<file path="src/rtl/dispense_controller_if.sv">
// Front-panel / sensor / valve signal bundle of the water dispenser controller.
// The master side drives buttons and sensors; the slave side is the controller.
interface dispense_controller_if #(
    parameter int COUNT_WIDTH = 28
);
    logic                   select_pressed;
    logic                   start_pressed;
    logic                   cancel_pressed;
    logic                   cup_present;
    logic                   water_low;
    logic                   valve_open;
    logic [1:0]             selected_size;
    logic [COUNT_WIDTH-1:0] remaining;
    logic                   busy;
    logic                   done;
    logic                   fault;
    logic [2:0]             state;

    modport master (
        output select_pressed, start_pressed, cancel_pressed, cup_present, water_low,
        input  valve_open, selected_size, remaining, busy, done, fault, state
    );

    modport slave (
        input  select_pressed, start_pressed, cancel_pressed, cup_present, water_low,
        output valve_open, selected_size, remaining, busy, done, fault, state
    );
endinterface

</file>
<file path="src/rtl/dispense_controller.sv">
// Main sequencing FSM of the water dispenser: size selection, timed valve dose
// with pause/resume on cup removal, cancel, low-water fault and a timed done phase.
module dispense_controller #(
    parameter int COUNT_WIDTH     = 28,
    parameter int SMALL_TICKS     = 100000000,
    parameter int MEDIUM_TICKS    = 200000000,
    parameter int LARGE_TICKS     = 250000000,
    parameter int DONE_HOLD_TICKS = 50000000
) (
    input  logic                        clock,
    input  logic                        reset,
    dispense_controller_if.slave        bus
);

    typedef enum logic [2:0] {
        S_IDLE       = 3'd0,
        S_DISPENSING = 3'd1,
        S_PAUSED     = 3'd2,
        S_DONE       = 3'd3,
        S_FAULT      = 3'd4
    } state_t;

    localparam logic [COUNT_WIDTH-1:0] SMALL_C  = COUNT_WIDTH'(SMALL_TICKS);
    localparam logic [COUNT_WIDTH-1:0] MEDIUM_C = COUNT_WIDTH'(MEDIUM_TICKS);
    localparam logic [COUNT_WIDTH-1:0] LARGE_C  = COUNT_WIDTH'(LARGE_TICKS);
    localparam logic [COUNT_WIDTH-1:0] HOLD_C   = COUNT_WIDTH'(DONE_HOLD_TICKS);
    localparam logic [COUNT_WIDTH-1:0] ONE_C    = COUNT_WIDTH'(1);

    state_t                 state_q, state_n;
    logic [1:0]             size_q, size_n;
    logic [COUNT_WIDTH-1:0] rem_q, rem_n;
    logic [COUNT_WIDTH-1:0] hold_q, hold_n;
    logic [COUNT_WIDTH-1:0] dose_ticks;
    logic                   valve_q, busy_q, done_q, fault_q;

    always_comb begin
        case (size_q)
            2'd1:    dose_ticks = MEDIUM_C;
            2'd2:    dose_ticks = LARGE_C;
            default: dose_ticks = SMALL_C;
        endcase
    end

    // Next-state logic; in DISPENSING the if-chain order is the event priority
    always_comb begin
        state_n = state_q;
        size_n  = size_q;
        rem_n   = rem_q;
        hold_n  = hold_q;
        case (state_q)
            S_IDLE: begin
                if (bus.select_pressed)
                    size_n = (size_q == 2'd2) ? 2'd0 : size_q + 2'd1;
                if (bus.start_pressed) begin
                    if (bus.water_low) begin
                        state_n = S_FAULT;
                    end else if (bus.cup_present) begin
                        rem_n   = dose_ticks;
                        state_n = S_DISPENSING;
                    end
                end
            end
            S_DISPENSING: begin
                if (bus.cancel_pressed) begin
                    rem_n   = '0;
                    state_n = S_IDLE;
                end else if (bus.water_low) begin
                    state_n = S_FAULT;
                end else if (rem_q == ONE_C) begin
                    rem_n   = '0;
                    hold_n  = HOLD_C;
                    state_n = S_DONE;
                end else begin
                    rem_n = rem_q - ONE_C;
                    if (!bus.cup_present)
                        state_n = S_PAUSED;
                end
            end
            S_PAUSED: begin
                if (bus.cancel_pressed) begin
                    rem_n   = '0;
                    state_n = S_IDLE;
                end else if (bus.water_low) begin
                    state_n = S_FAULT;
                end else if (bus.start_pressed && bus.cup_present) begin
                    state_n = S_DISPENSING;
                end
            end
            S_DONE: begin
                if (hold_q <= ONE_C) begin
                    hold_n  = '0;
                    state_n = S_IDLE;
                end else begin
                    hold_n = hold_q - ONE_C;
                end
            end
            S_FAULT: begin
                if (bus.cancel_pressed && !bus.water_low) begin
                    rem_n   = '0;
                    state_n = S_IDLE;
                end
            end
            default: begin
                rem_n   = '0;
                hold_n  = '0;
                state_n = S_IDLE;
            end
        endcase
    end

    // Status outputs are decoded from the next state so they move with state
    always_ff @(posedge clock or posedge reset) begin
        if (reset) begin
            state_q <= S_IDLE;
            size_q  <= 2'd0;
            rem_q   <= '0;
            hold_q  <= '0;
            valve_q <= 1'b0;
            busy_q  <= 1'b0;
            done_q  <= 1'b0;
            fault_q <= 1'b0;
        end else begin
            state_q <= state_n;
            size_q  <= size_n;
            rem_q   <= rem_n;
            hold_q  <= hold_n;
            valve_q <= (state_n == S_DISPENSING);
            busy_q  <= (state_n == S_DISPENSING) || (state_n == S_PAUSED);
            done_q  <= (state_n == S_DONE);
            fault_q <= (state_n == S_FAULT);
        end
    end

    assign bus.valve_open    = valve_q;
    assign bus.selected_size = size_q;
    assign bus.remaining     = rem_q;
    assign bus.busy          = busy_q;
    assign bus.done          = done_q;
    assign bus.fault         = fault_q;
    assign bus.state         = state_q;

endmodule

</file>
<file path="src/flat_wrapper.sv">
// flat-port wrapper written by rule: the top's interface ports become plain ports
module dispense_controller_flat 
#(
    parameter int COUNT_WIDTH     = 28,
    parameter int SMALL_TICKS     = 100000000,
    parameter int MEDIUM_TICKS    = 200000000,
    parameter int LARGE_TICKS     = 250000000,
    parameter int DONE_HOLD_TICKS = 50000000
)
  (clock, reset, bus_select_pressed, bus_start_pressed, bus_cancel_pressed, bus_cup_present, bus_water_low, bus_valve_open, bus_selected_size, bus_remaining, bus_busy, bus_done, bus_fault, bus_state);
  dispense_controller_if #(.COUNT_WIDTH(COUNT_WIDTH)) bus_i ();
  input  logic clock;
  input  logic reset;
  input wire logic [$bits(bus_i.select_pressed)-1:0] bus_select_pressed;
  input wire logic [$bits(bus_i.start_pressed)-1:0] bus_start_pressed;
  input wire logic [$bits(bus_i.cancel_pressed)-1:0] bus_cancel_pressed;
  input wire logic [$bits(bus_i.cup_present)-1:0] bus_cup_present;
  input wire logic [$bits(bus_i.water_low)-1:0] bus_water_low;
  output wire logic [$bits(bus_i.valve_open)-1:0] bus_valve_open;
  output wire logic [$bits(bus_i.selected_size)-1:0] bus_selected_size;
  output wire logic [$bits(bus_i.remaining)-1:0] bus_remaining;
  output wire logic [$bits(bus_i.busy)-1:0] bus_busy;
  output wire logic [$bits(bus_i.done)-1:0] bus_done;
  output wire logic [$bits(bus_i.fault)-1:0] bus_fault;
  output wire logic [$bits(bus_i.state)-1:0] bus_state;
  assign bus_i.select_pressed = bus_select_pressed;
  assign bus_i.start_pressed = bus_start_pressed;
  assign bus_i.cancel_pressed = bus_cancel_pressed;
  assign bus_i.cup_present = bus_cup_present;
  assign bus_i.water_low = bus_water_low;
  assign bus_valve_open = bus_i.valve_open;
  assign bus_selected_size = bus_i.selected_size;
  assign bus_remaining = bus_i.remaining;
  assign bus_busy = bus_i.busy;
  assign bus_done = bus_i.done;
  assign bus_fault = bus_i.fault;
  assign bus_state = bus_i.state;
  dispense_controller #(.COUNT_WIDTH(COUNT_WIDTH), .SMALL_TICKS(SMALL_TICKS), .MEDIUM_TICKS(MEDIUM_TICKS), .LARGE_TICKS(LARGE_TICKS), .DONE_HOLD_TICKS(DONE_HOLD_TICKS)) u_core (.clock(clock), .reset(reset), .bus(bus_i));
endmodule
</file>
<file path="config.mk">
export PLATFORM = sky130hd
export DESIGN_NAME = dispense_controller_flat
export DESIGN_NICKNAME = d
export VERILOG_FILES = /design/src/rtl/dispense_controller_if.sv /design/src/rtl/dispense_controller.sv /design/src/flat_wrapper.sv
export SDC_FILE = /design/constraint.sdc
export NUM_CORES = 1
export LEC_CHECK = 0
export CORE_UTILIZATION = 40
export DETAILED_ROUTE_END_ITERATION = 7
export GPL_TIMING_DRIVEN = 0
export PLACE_DENSITY = 0.62
export SYNTH_ARGS = -nofsm -noshare
export SYNTH_HDL_FRONTEND = slang
export SYNTH_SLANG_ARGS = --single-unit
</file>
<file path="constraint.sdc">
create_clock -name clock -period 2.9 [get_ports clock]
set_input_delay 0.58 -clock clock [delete_from_list [all_inputs] [get_ports clock]]
set_output_delay 0.58 -clock clock [all_outputs]
set_load 0.05 [all_outputs]
</file>
==> results of run 1 <==
[registers in the layout, summed over array words and instances, names as in the netlist]
| signal | cells |
|---|---|
| u_core.bus.remaining | 28 |
| u_core.hold_q | 28 |
| u_core.bus.state | 3 |
| u_core.bus.selected_size | 2 |
| u_core.bus.busy | 1 |
| u_core.bus.done | 1 |
| u_core.bus.fault | 1 |
| u_core.bus.valve_open | 1 |
[path summary, 6_finish.rpt]
| kind | from | to | slack, ns |
|---|---|---|---|
| hold / removal | u_core.hold_q[4] | u_core.hold_q[4] | 0.50 |
| setup / recovery | bus_cancel_pressed | u_core.bus.remaining[18] | 0.17 |
| setup reg to reg | u_core.bus.remaining[14] | u_core.hold_q[18] | 0.18 |
| min in group asynchronous | reset | u_core.bus.remaining[3] | 0.74 |
| max in group asynchronous | reset | u_core.bus.remaining[19] | 1.61 |
| hold reg to reg | u_core.hold_q[4] | u_core.hold_q[4] | 0.50 |
[Yosys cell counts, drive strengths merged (2+ instances only)]
master / number / share of area
or3: 11 / 0.016
nor2: 27 / 0.026
a31oi: 31 / 0.048
a32oi: 2 / 0.0042
a211oi: 5 / 0.0089
nor4: 12 / 0.032
ha: 8 / 0.024
nand4b: 4 / 0.0083
nand2: 36 / 0.032
and3: 7 / 0.010
o32ai: 4 / 0.0083
nand2b: 8 / 0.012
nand3: 26 / 0.031
or3b: 2 / 0.0042
mux2i: 2 / 0.0048
mux2: 2 / 0.0054
nand3b: 4 / 0.0071
inv: 28 / 0.025
nor3b: 4 / 0.011
nand4: 22 / 0.033
o221ai: 5 / 0.010
a211o: 5 / 0.010
or4: 10 / 0.020
clkbuf: 19 / 0.017
nor3: 12 / 0.014
a22oi: 2 / 0.0036
buf: 12 / 0.016
dfrtp: 65 / 0.39
o211ai: 13 / 0.023
nor2b: 3 / 0.0045
o21ai: 22 / 0.026
or2: 5 / 0.0074
and4: 2 / 0.0042
a21oi: 17 / 0.023
o2111ai: 5 / 0.010
o22ai: 8 / 0.012
and2: 4 / 0.0060
a41oi: 2 / 0.0086
o31ai: 6 / 0.011
o311ai: 5 / 0.010
[layer usage]
layer / track usage / part of all wire
met1: 0.3360 / 0.45
met2: 0.3529 / 0.45
met3: 0.03947 / 0.078
met4: 0.09490 / 0.022
met5: 0 / 0
[layout make-up]
cell class                      count  area [um^2]  share of cell area
Clock inverter                      7        70.07             0.01399
Sequential cell                    65         1627              0.3248
Inverter                           28        107.6             0.02148
Tap cell                          136        170.2             0.03397
Clock buffer                        9        123.9             0.02473
Buffer                             31        140.1             0.02798
Multi-Input combinational cell    354         2350              0.4691
Timing Repair Buffer               42        420.4             0.08394
[power groups by stage]
| stage | Sequential (mW) | Clock (mW) | Combinational (mW) |
|---|---|---|---|
| 2_1_floorplan | 1.73 | 0 | 1.25 |
| 3_3_place_gp | 1.43 | 0 | 2.15 |
| 3_5_place_dp | 1.44 | 0 | 2.17 |
| 4_1_cts | 1.43 | 0.807 | 2.18 |
| 5_1_grt | 1.47 | 0.853 | 2.38 |
| 6_report | 1.43 | 0.791 | 2.21 |
[through the flow]
step | setup WS (ns) | cells | instance area (um^2) | hold WS (ns)
after floorplan | 0.4308 | 478 | 4203 | 0.4667
after global placement | -0.6310 | 656 | 4793 | 0.4763
after detailed placement | -0.3341 | 656 | 4796 | 0.4823
after CTS | 0.01579 | 672 | 4990 | 0.5017
after global routing | 0.04677 | 672 | 5009 | 0.5125
final | 0.1677 | 672 | 5009 | 0.5039
[kinds of logic (layout without fill, tap and decap cells)]
| kind of cell | after synthesis | count (layout) | synth area share |
|---|---|---|---|
| buffers and inverters | 59 | 117 | 0.05835 |
| AO/OA/AOI/OAI | 139 | 139 | 0.2331 |
| adder cells (fa/ha/maj) | 8 | 8 | 0.02382 |
| multiplexers | 4 | 4 | 0.01012 |
| XOR/XNOR | 1 | 1 | 0.002084 |
| flip-flops | 65 | 65 | 0.3870 |
| AND/OR/NAND/NOR | 202 | 202 | 0.2855 |
[what timing repair did]
item	CTS	global route
gates resized for setup	0	3
buffers inserted	0	0
endpoints found under the setup margin	0	23
==> flow_metrics.tcl, run 1 <==
set metrics [dict create \
    status "completed" \
    route.detailed.drc 0 \
    dr_total_vias 4184 \
    cts_tree "yes" \
    first_pass_iters 6 \
    synth_cell_types 67 \
    numCtsBuffers 9 \
    die_h_um 104.5 \
    required_ns 3.19 \
    cts_hold_buf 0 \
    crit_family "buffers and inverters" \
    grt_overflow 0 \
    syn_area_um2 4203 \
    reg2reg_depth 5 \
    antenna_found_initial 0 \
    cp_max_fo 10 \
    clkPwrFrac 0.178 \
    htree_levels 3 \
    finalHoldViolations 0 \
    finalSetupViolCount 0 \
    grt_pass1_wl_mm 20.38 \
    ys_seq_area_frac 0.3870 \
    setup_tns_ns 0 \
    ios 44 \
    cts_root_buffer "clkbuf_8" \
    end_kind "flop" \
    power_density_nw_per_um2 884.9 \
    dpl.hpwl_mm 8.660 \
    insertion_delay_ns 0.35 \
    diodes 0 \
    drtIter0Drc 448 \
    yosys_warnings 0 \
    fp.dieW_um 104.5 \
    synth-seq-cells 65 \
    synthArstFlopShare 1.000 \
    rsz0062_at_grt "no" \
    gp_congestion 0.8908 \
    synth.avg_cell_area_um2 8.792 \
    power.leakage_nw 2.015 \
    maxCapViolCount 0 \
    p_switching_mw 2.131 \
    nFillCells 987 \
    critical_path.max_stage_delay_ns 0.51 \
    final_cell_mix "65 x dfrtp_1, 42 x clkdlybuf4s50_1, 36 x nand2_1" \
    die_area_um2 10920 \
    fin_crit_sh 0.9422 \
    slew_headroom 0.3870 \
    max_freq_mhz 366.0 \
    area_growth_pct 19.17 \
    ir_drop_v 0.0006075 \
    worst_slew_pin_slew_ns 0.9195 \
    pwr-share-comb 0.499 \
    antenna_violating_nets_post_route 0 \
    p_int_mw 2.301 \
    io_buffer_count 42 \
    hold_class "flop to flop" \
    synth_edf_count 0 \
    min_period_ns 2.732 \
    post_drt_via_cell_ratio 6.226 \
    grt_max_degree 66 \
    clk_pin_slew_ns 0.09 \
    synth_ff_type "dfrtp_1" \
    crit_cells 8 \
    power_mw 4.432 \
    drive_gt1_frac 0.08955 \
    syn_nets 493 \
    post_drt_wl_per_cell_um 18.66 \
    utilization 0.4873 \
    fp-row-count 37 \
    postSynthCellCount 478 \
    fin_skew_ns 0.01842 \
    startpoint_type "input pin" \
    postRouteWirelength_mm 12.54 \
    cts_sinks 65 \
    final_common_cell "dfrtp_1" \
    cp_num_buf_inv 4 \
    fin_nets 546 \
    cp.arrival_ns 3.02 \
    slew_violations 0 \
    p_seq_frac 0.323 \
    worstHoldPathCells 1 \
    critPathKind "input pin to flop" \
    cp_slowest_cell "clkbuf_1" \
    cp_cell_sequence "clkdlybuf4s50_1 -> inv_1 -> a21oi_1 -> o32ai_2 -> clkbuf_1 -> clkbuf_1 -> a21oi_1 -> nand3_1" \
    grt_use_total 0.2355 \
    p_sw_frac 0.4808 \
    grt_pass1_vias 3893 \
    core_area_um2 10280 \
    start_util 0.4089 \
    clockBufferDepth 2 \
]
No activity file was read; power rests on OpenSTA's default activity.
==> inputs of run 2 (changes only) <==
--- a/config.mk
+++ b/config.mk
@@ -5,10 +5,10 @@
 export SDC_FILE = /design/constraint.sdc
 export NUM_CORES = 1
 export LEC_CHECK = 0
-export CORE_UTILIZATION = 40
+export CORE_UTILIZATION = 57
 export DETAILED_ROUTE_END_ITERATION = 7
 export GPL_TIMING_DRIVEN = 0
-export PLACE_DENSITY = 0.62
+export PLACE_DENSITY = 0.82
 export SYNTH_ARGS = -nofsm -noshare
 export SYNTH_HDL_FRONTEND = slang
 export SYNTH_SLANG_ARGS = --single-unit
==> run 2 against run 1 <==
Compared with the run above:
- power up 5.8%
- count of clock-buffer cells in the layout grew 3
- core utilization is 24 points higher
- non-clock buffer count rose by 1
- global-route usage is 11 points higher
- worst hold slack worse by 0.0060 ns
- sequential share of layout area fell by 0.16 points
- critical endpoint unchanged
- largest cell class unchanged
==> flow_metrics.tcl, run 2 (synthesis results as in run 1) <==
set metrics [dict create \
    status "completed" \
    rsz0062_at_grt "no" \
    p_switching_mw 2.160 \
    finalSetupViolCount 0 \
    grt_pass1_wl_mm 20.38 \
    use_met2 0.5159 \
    holdPathEnd "u_core.hold_q[4]" \
    fin_crit_sh 0.9537 \
    postRouteWirelength_mm 12.68 \
    fin_cells 633 \
    fin_skew_ns 0.01138 \
    utilization 0.7249 \
    area_growth_pct 19.77 \
    p_sw_frac 0.4609 \
    antenna_violating_nets_post_route 0 \
    p_seq_frac 0.306 \
    seq_area_um2 1627 \
    grt_pass1_vias 3963 \
    end_kind "flop" \
    dpl.hpwl_mm 8.940 \
    cts_root_buffer "clkbuf_8" \
    reg2reg_depth 6 \
    fp.dieW_um 87.87 \
    p_int_mw 2.527 \
    dr_total_vias 4358 \
    min_from "u_core.hold_q[4]" \
    cts_sinks 65 \
    min_period_ns 2.766 \
    htree_levels 3 \
    placed_cells 617 \
    route.detailed.drc 0 \
    antenna_found_initial 0 \
    rrSetupSlack_ns 0.16 \
    multiInputGateArea_um2 2347 \
    diodes 0 \
    fin_nets 547 \
    final_cell_mix "65 x dfrtp_1, 42 x clkdlybuf4s50_1, 36 x nand2_1" \
    drive_gt1_frac 0.08939 \
    io_buffer_count 42 \
    core_area_um2 6944 \
    cp_num_buf_inv 4 \
    startpoint_type "input pin" \
    met1_usage 0.5063 \
    required_ns 3.18 \
    cp_cell_sequence "clkdlybuf4s50_1 -> inv_1 -> a21oi_1 -> o32ai_2 -> clkbuf_1 -> clkbuf_1 -> a21oi_1 -> nand3_1" \
    critical_path.max_stage_delay_ns 0.50 \
    finalHoldViolations 0 \
    insertion_delay_ns 0.35 \
    ir_drop_v 0.0006299 \
    grt.busiest_layer "met2" \
    hold_class "flop to flop" \
    r2r_start "u_core.bus.remaining[2]" \
    cp_slowest_cell "clkdlybuf4s50_1" \
    cts_hold_buf 0 \
    pwr-share-comb 0.480 \
    maxCapViolCount 0 \
    numCtsBuffers 9 \
    drtIter0Drc 406 \
    cp.arrival_ns 3.04 \
    fp-row-count 30 \
    cp_max_fo 10 \
    die_h_um 87.87 \
    post_drt_wl_per_cell_um 20.03 \
    crit_family "buffers and inverters" \
    setup_tns_ns 0 \
    r2r_end "u_core.hold_q[24]" \
    power_mw 4.688 \
    power_density_nw_per_um2 931.3 \
    critPathKind "input pin to flop" \
    start_util 0.6052 \
    cts_tree "yes" \
    nFillCells 551 \
    max_freq_mhz 361.6 \
    clk_pin_slew_ns 0.08 \
    grt_overflow 0 \
    ios 44 \
    post_drt_via_cell_ratio 6.885 \
    clockBufferDepth 2 \
    gp_congestion 0.9369 \
    grt_max_degree 40 \
    worst_slew_pin_slew_ns 0.8714 \
    die_area_um2 7720 \
    power.leakage_nw 2.050 \
    worstHoldPathCells 1 \
    crit_cells 8 \
    met3_usage 0.06503 \
    slew_violations 0 \
    grt_use_total 0.3433 \
    first_pass_iters 5 \
    slew_headroom 0.4182 \
    final_common_cell "dfrtp_1" \
    clkPwrFrac 0.214 \
]
[run 2: worst max-delay path by stage]
stage,startpoint,end,slack [ns]
floorplan,u_core.bus.remaining[1],u_core.bus.remaining[26],0.43
global placement,reset,u_core.bus.remaining[22],-0.49
CTS,u_core.bus.remaining[2],u_core.hold_q[2],0.12
detailed placement,bus_cancel_pressed,u_core.bus.remaining[27],-0.34
global route,bus_cancel_pressed,u_core.bus.remaining[15],0.05
finish,bus_cancel_pressed,u_core.bus.remaining[18],0.13
[run 2: layer usage]
| layer | part of all wire | up-vias |
|---|---|---|
| met5 | 0 | - |
| met4 | 0.018 | 0 |
| met3 | 0.092 | 28 |
| met2 | 0.44 | 256 |
| met1 | 0.45 | 2115 |
| li1 | - | 1959 |
[run 2: per-stage QoR]
step | hold slack (ns) | instance area, um^2 | worst slack (ns)
final | 0.4980 | 5034 | 0.1342
after global routing | 0.5204 | 5034 | 0.05119
after CTS | 0.5012 | 5025 | 0.1247
after detailed placement | 0.4833 | 4763 | -0.3427
after global placement | 0.4763 | 4743 | -0.4947
after floorplan | 0.4667 | 4203 | 0.4308
[run 2: power groups by stage]
stage          Sequential [mW]  Combinational, mW  Clock [mW]
6_report                  1.43               2.25        1.01
5_1_grt                   1.47               2.40        1.04
4_1_cts                   1.43               2.20       0.997
3_5_place_dp              1.44               2.19           0
3_3_place_gp              1.43               2.15           0
2_1_floorplan             1.73               1.25           0
[run 2: worst reg2reg max path, delay by kind of cell, from the launching register on]
kind                   cells  cell delay (ns)
AOI/OAI and AO/OA          2             0.57
buffers and inverters      1             0.20
DFF                        1             0.45
and+or+nand+nor            3             1.40
[run 2: what timing repair did]
item	in CTS	in global routing
setup buffers	0	0
endpoints found under the setup margin	2	11
resized for setup	1	2
hold endpoints to repair	0	0
[run 2: layout make-up]
| class | instances | share of cell area |
|---|---|---|
| buffer | 31 | 0.02784 |
| clock buffer | 12 | 0.03082 |
| clock inverter | 4 | 0.01964 |
| inverter | 28 | 0.02088 |
| multi-input combinational | 354 | 0.4663 |
| sequential | 65 | 0.3231 |
| tap | 96 | 0.02386 |
| timing repair buffer | 43 | 0.08750 |
==> inputs of run 3 (changes only) <==
--- a/config.mk
+++ b/config.mk
@@ -5,10 +5,11 @@
 export SDC_FILE = /design/constraint.sdc
 export NUM_CORES = 1
 export LEC_CHECK = 0
-export CORE_UTILIZATION = 57
+export CORE_UTILIZATION = 25
 export DETAILED_ROUTE_END_ITERATION = 7
+export GPL_ROUTABILITY_DRIVEN = 0
 export GPL_TIMING_DRIVEN = 0
-export PLACE_DENSITY = 0.82
+export PLACE_DENSITY = 0.44
 export SYNTH_ARGS = -nofsm -noshare
 export SYNTH_HDL_FRONTEND = slang
 export SYNTH_SLANG_ARGS = --single-unit
==> run 3 against run 2 <==
Compared with the run above:
- count of clock-buffer cells in the layout rose by 3
- sequential power barely moved
- final cell count rose by 20%
- sequential share of layout area fell by 1.2 points
- wire length rose by 9.4%
- critical path type unchanged
- critical endpoint unchanged
- largest power group unchanged
==> flow_metrics.tcl, run 3 (synthesis results as in run 1) <==
set metrics [dict create \
    status "completed" \
    cts_root_buffer "clkbuf_16" \
    setup_tns_ns 0 \
    finalHoldViolations 0 \
    route.detailed.drc 0 \
    grt_overflow 0 \
    fin_nets 547 \
    start_util 0.2543 \
    power.leakage_nw 2.070 \
    fin_skew_ns 0.005917 \
    power_mw 4.776 \
    drtIter0Drc 242 \
    final_cell_mix "65 x dfrtp_1, 42 x clkdlybuf4s50_1, 36 x nand2_1" \
    startpoint_type "input pin" \
    antenna_found_initial 0 \
    fp-row-count 47 \
    maxCapViolCount 0 \
    core_area_um2 16520 \
    critPathKind "input pin to flop" \
    cts_tree "yes" \
    min_period_ns 2.741 \
    clockBufferDepth 2 \
    die_h_um 131.7 \
    finalSetupViolCount 0 \
    diodes 0 \
    post_drt_wl_per_cell_um 18.33 \
    dpl.hpwl_mm 9.882 \
    cp_max_fo 10 \
    die_area_um2 17330 \
    cts_sinks 65 \
    setup_slack_ns 0.1588 \
    grt_use_total 0.1665 \
    placed_cells 741 \
    final_common_cell "dfrtp_1" \
    grt_pass1_wl_mm 22.68 \
    pre_cts_slack_ns -0.3873 \
    fin_cells 757 \
    numCtsBuffers 9 \
    ios 44 \
    clk_pin_slew_ns 0.06 \
    fin_crit_sh 0.9452 \
    postRouteWirelength_mm 13.88 \
    placed_area_um2 4928 \
    slew_headroom 0.3376 \
    post_drt_via_cell_ratio 5.519 \
    required_ns 3.18 \
    grt_max_degree 51 \
    cp.arrival_ns 3.02 \
    fp.dieW_um 131.7 \
    insertion_delay_ns 0.34 \
    htree_levels 3 \
    antenna_violating_nets_post_route 0 \
    power_density_nw_per_um2 912.5 \
    slew_violations 0 \
    ir_drop_v 0.0004138 \
    worst_slew_pin_slew_ns 0.9936 \
    dr_total_vias 4178 \
    hold_class "flop to flop" \
    post-cts-setup-buffer-count 0 \
    io_buffer_count 42 \
    final_area_um2 5234 \
    grt_pass1_vias 4110 \
    end_kind "flop" \
    first_pass_iters 4 \
    rsz0062_at_grt "no" \
    drive_gt1_frac 0.08752 \
    area_growth_pct 24.53 \
    max_freq_mhz 364.8 \
]
==> run 3: critical path: stages <==
cell and delay (ns):
clkdlybuf4s50_1 0.51, inv_1 0.17, a21oi_1 0.09, o32ai_1 0.61
clkbuf_1 0.45, clkbuf_2 0.37, a21oi_1 0.11, nand3_1 0.11
==> run 3: final timing paths <==
check / slack (ns) / endpoint / start / cells after the start
min in group asynchronous: 0.53 / u_core.bus.remaining[11] / reset / 2
worst max register to register: 0.28 / u_core.hold_q[27] / u_core.bus.remaining[2] / 6
worst min register to register: 0.50 / u_core.hold_q[4] / u_core.hold_q[4] / 1
worst max-delay path: 0.16 / u_core.bus.remaining[18] / bus_cancel_pressed / 8
max in group asynchronous: 1.83 / u_core.hold_q[13] / reset / 3
worst min-delay path: 0.50 / u_core.hold_q[4] / u_core.hold_q[4] / 1
==> run 3: where the power goes <==
group / leakage (nW) / switching (mW) / internal, mW
Sequential: 0.863 / 0.307 / 1.13
Combinational: 1.06 / 1.46 / 0.776
Clock: 0.142 / 0.424 / 0.674
Total: 2.07 / 2.19 / 2.58
==> run 3: final cells by class <==
class / instances / area (um^2)
sequential: 65 / 1627
tap: 220 / 275.3
buffer: 31 / 141.4
inverter: 28 / 107.6
multi-input combinational: 354 / 2340
timing repair buffer: 43 / 447.9
fill: 1759 / 11290
clock buffer: 15 / 287.8
clock inverter: 1 / 7.507
==> run 3: per-stage QoR <==
step	hold slack, ns	utilization
after floorplan	0.4667	-
after global placement	0.4830	0.2964
after detailed placement	0.5002	0.2983
after CTS	0.5127	0.3162
after global routing	0.5332	0.3167
final	0.5049	0.3167
==> run 3: repair_timing <==
action,CTS,global route
gates cloned,0,0
pin swaps,0,0
hold buffers,0,0
gates resized for setup,1,2
endpoints found under the setup margin,5,11
==> run 3: per-layer routing <==
| layer | GRT usage | share of wire | vias up |
|---|---|---|---|
| met5 | 0 | 0 | - |
| met4 | 0.05879 | 0.017 | 0 |
| met3 | 0.03472 | 0.046 | 19 |
| met2 | 0.2837 | 0.49 | 125 |
| met1 | 0.2069 | 0.44 | 2079 |
| li1 | - | - | 1955 |
==> patch 1, RTL diff (settings of run 1) <==
Take the reset off `hold_q` and load it in a clocked block of its own.
--- a/src/rtl/dispense_controller.sv
+++ b/src/rtl/dispense_controller.sv
@@ -116,3 +116,2 @@
             rem_q   <= '0;
-            hold_q  <= '0;
             valve_q <= 1'b0;
@@ -125,3 +124,2 @@
             rem_q   <= rem_n;
-            hold_q  <= hold_n;
             valve_q <= (state_n == S_DISPENSING);
@@ -131,2 +129,6 @@
         end
+    end
+
+    always_ff @(posedge clock) begin
+        hold_q <= hold_n;
     end
Formal check against the unedited RTL: no difference found for any inputs over 4 cycles, from zero or initial values and one cycle with reset high; that may be too few to reach the edited logic, so the function may still have changed.
==> patch 1 against run 1 <==
Combinational power fell by 18%; register-to-register slack got worse by 0.06 ns; worst hold slack improved by 0.069 ns; synthesized cell count fell by 10%; setup slack got worse by 0.074 ns; area after synthesis fell by 5.6%; die area fell by 5.5%; maximum frequency fell by 2.6%; design area fell by 2.8%; sequential cell count did not move; critical path depth fell by 2; routed wire length fell by 11%; power fell by 11%.
==> patch 1: results <==
set metrics [dict create \
    arrival_ns 3.10 \
    met1Wirelength_mm 5.300 \
    pre_cts_ws_ns -0.5135 \
    reg2reg_from "u_core.bus.remaining[3]" \
    leakagePower_nw 1.813 \
    via_count 3667 \
    fin_cells 619 \
    reg2regPathDepth 8 \
    met3_length_um 688 \
    wl_mm 11.13 \
    tightest_slew_ns 1.147 \
    synth_compound_gate_area_share_pct 17.48 \
    cts_setup_buffers 1 \
    multi_input_area_share_pct 42.50 \
    grt_pass1_vias 3500 \
    path_max_fanout 8 \
    clkCellAreaFrac_pct 4.474 \
    status "complete, no violations" \
    firstDrtPassIters 5 \
    cts_resized 5 \
    synth_common_cells "nor2_1 (46), dfrtp_1 (37), o21ai_0 (36)" \
    synth-adder-area-share_pct 2.524 \
    signal_buffers 70 \
    seq_share_pct 36.31 \
    nNetsFinal 500 \
    syn-num-nets 444 \
]
-- patch 1: cell count changes after synthesis, moves of 8 or more --
cell,run 1,this run
nand3_1,26,14
a22o_1,0,8
nand2_1,36,22
a31oi_1,30,6
nand4_1,22,9
dfrtp_1,65,37
xnor2_1,1,15
o21ai_0,20,36
edfxtp_1,0,28
nor4_1,7,19
nor2_1,26,46
inv_1,27,19
xor2_1,0,11
o211ai_1,13,2
-- patch 1: worst paths after layout --
check	to	slack [ns]
min	u_core.bus.selected_size[1]	0.57
min reg2reg	u_core.bus.selected_size[1]	0.57
min in group asynchronous	u_core.bus.remaining[1]	0.70
max reg2reg	u_core.hold_q[0]	0.12
max	u_core.bus.valve_open	0.09
max in group asynchronous	u_core.bus.remaining[22]	1.68
-- patch 1: power breakdown --
group / switching [mW] / internal [mW] / total (mW)
clock: 0.389 / 0.484 / 0.873
sequential: 0.184 / 1.10 / 1.28
combinational: 1.21 / 0.605 / 1.81
==> patch 2, RTL diff (settings of run 1) <==
Made on the original files. `DONE_HOLD_TICKS` is set to 50000000 in 2 places; all go to 37500000.
--- a/src/rtl/dispense_controller.sv
+++ b/src/rtl/dispense_controller.sv
@@ -7,3 +7,3 @@
     parameter int LARGE_TICKS     = 250000000,
-    parameter int DONE_HOLD_TICKS = 50000000
+    parameter int DONE_HOLD_TICKS = 37500000
 ) (
--- a/src/flat_wrapper.sv
+++ b/src/flat_wrapper.sv
@@ -7,3 +7,3 @@
     parameter int LARGE_TICKS     = 250000000,
-    parameter int DONE_HOLD_TICKS = 50000000
+    parameter int DONE_HOLD_TICKS = 37500000
 )
Check against the original RTL: same outputs for any inputs over 4 cycles, from zero or initial values and one cycle with reset high; that may be too few to reach the edited logic, so the function may still have changed.
==> patch 2 against run 1 <==
Power shrank 18%; area after synthesis shrank 8.8%; die area shrank 8.6%; synthesized cell count shrank 4.2%; setup slack lost 0.031 ns; largest cell class unchanged; sequential cell count is the same; clock power grew 7.3%; design area shrank 6.3%; sequential share of layout area grew 2.2 points; routed wire length shrank 13%.
==> patch 2: results <==
set metrics [dict create \
    status "complete, no violations" \
    reg2reg_from "u_core.hold_q[9]" \
    drt_iter0_drc 263 \
    dp.cells 630 \
    synth-adder-area-share_pct 2.937 \
    hp-start "u_core.hold_q[23]" \
    pre_cts_ws_ns -0.2436 \
    synth_mux_area_share_pct 0.2611 \
    via_count 3819 \
    leakagePower_nw 1.886 \
    firstDrtPassIters 5 \
    fin_cells 646 \
    met2WireLength_mm 5.122 \
    irDropWorstVdd_v 0.0004338 \
    synthCells 458 \
    wl_per_cell_um 16.85 \
    reg2regPathDepth 8 \
    hpwl_mm 7.393 \
    grtUsageMet3_pct 4.248 \
    met3_length_um 667 \
    worstHoldEndpoint "u_core.hold_q[23]" \
    finClkSkew_ns 0.008075 \
    path_class "reg2reg" \
    ys_top_cells_by_area "dfrtp_1 (42%), o21ai_0 (10%), nor2_1 (5.5%)" \
    fin_hold_ws_ns 0.4844 \
    grt_use_met2_pct 36.29 \
    nNetsFinal 528 \
    placed_area_sq_mm 0.004428 \
    rr_endpoint "u_core.hold_q[5]" \
    io_buffers 43 \
]
patch 2: report_power, final:
group	switching, mW	internal, mW	total, mW
Sequential	0.218	1.07	1.29
Clock	0.369	0.480	0.849
Combinational	0.956	0.530	1.49
Total	1.54	2.08	3.63
patch 2: worst max-delay path, cell delays in order, from the launching register on:
cell and delay (ns):
dfrtp_1 0.43, or4_1 0.60, nor4_1 0.50, a31o_2 0.22, buf_2 0.21, buf_2 0.28, nor2_1 0.08, o21ai_0 0.18
o21ai_0 0.13
patch 2: final cells by class:
type / instances / area [sq um]
Timing Repair Buffer: 43 / 430.4
Multi-Input combinational cell: 363 / 2126
Sequential cell: 65 / 1627
Clock inverter: 6 / 82.58
Clock buffer: 10 / 127.6
Tap cell: 129 / 161.4
Fill cell: 926 / 4592
Buffer: 21 / 101.3
Inverter: 9 / 36.28
patch 2: repair_timing:
item                                    4_1_cts  5_1_grt
pin swaps                                     0        1
endpoints found under the setup margin       19       40
hold buffers                                  0        0
gates resized for setup                       4        9
buffers inserted                              0        0
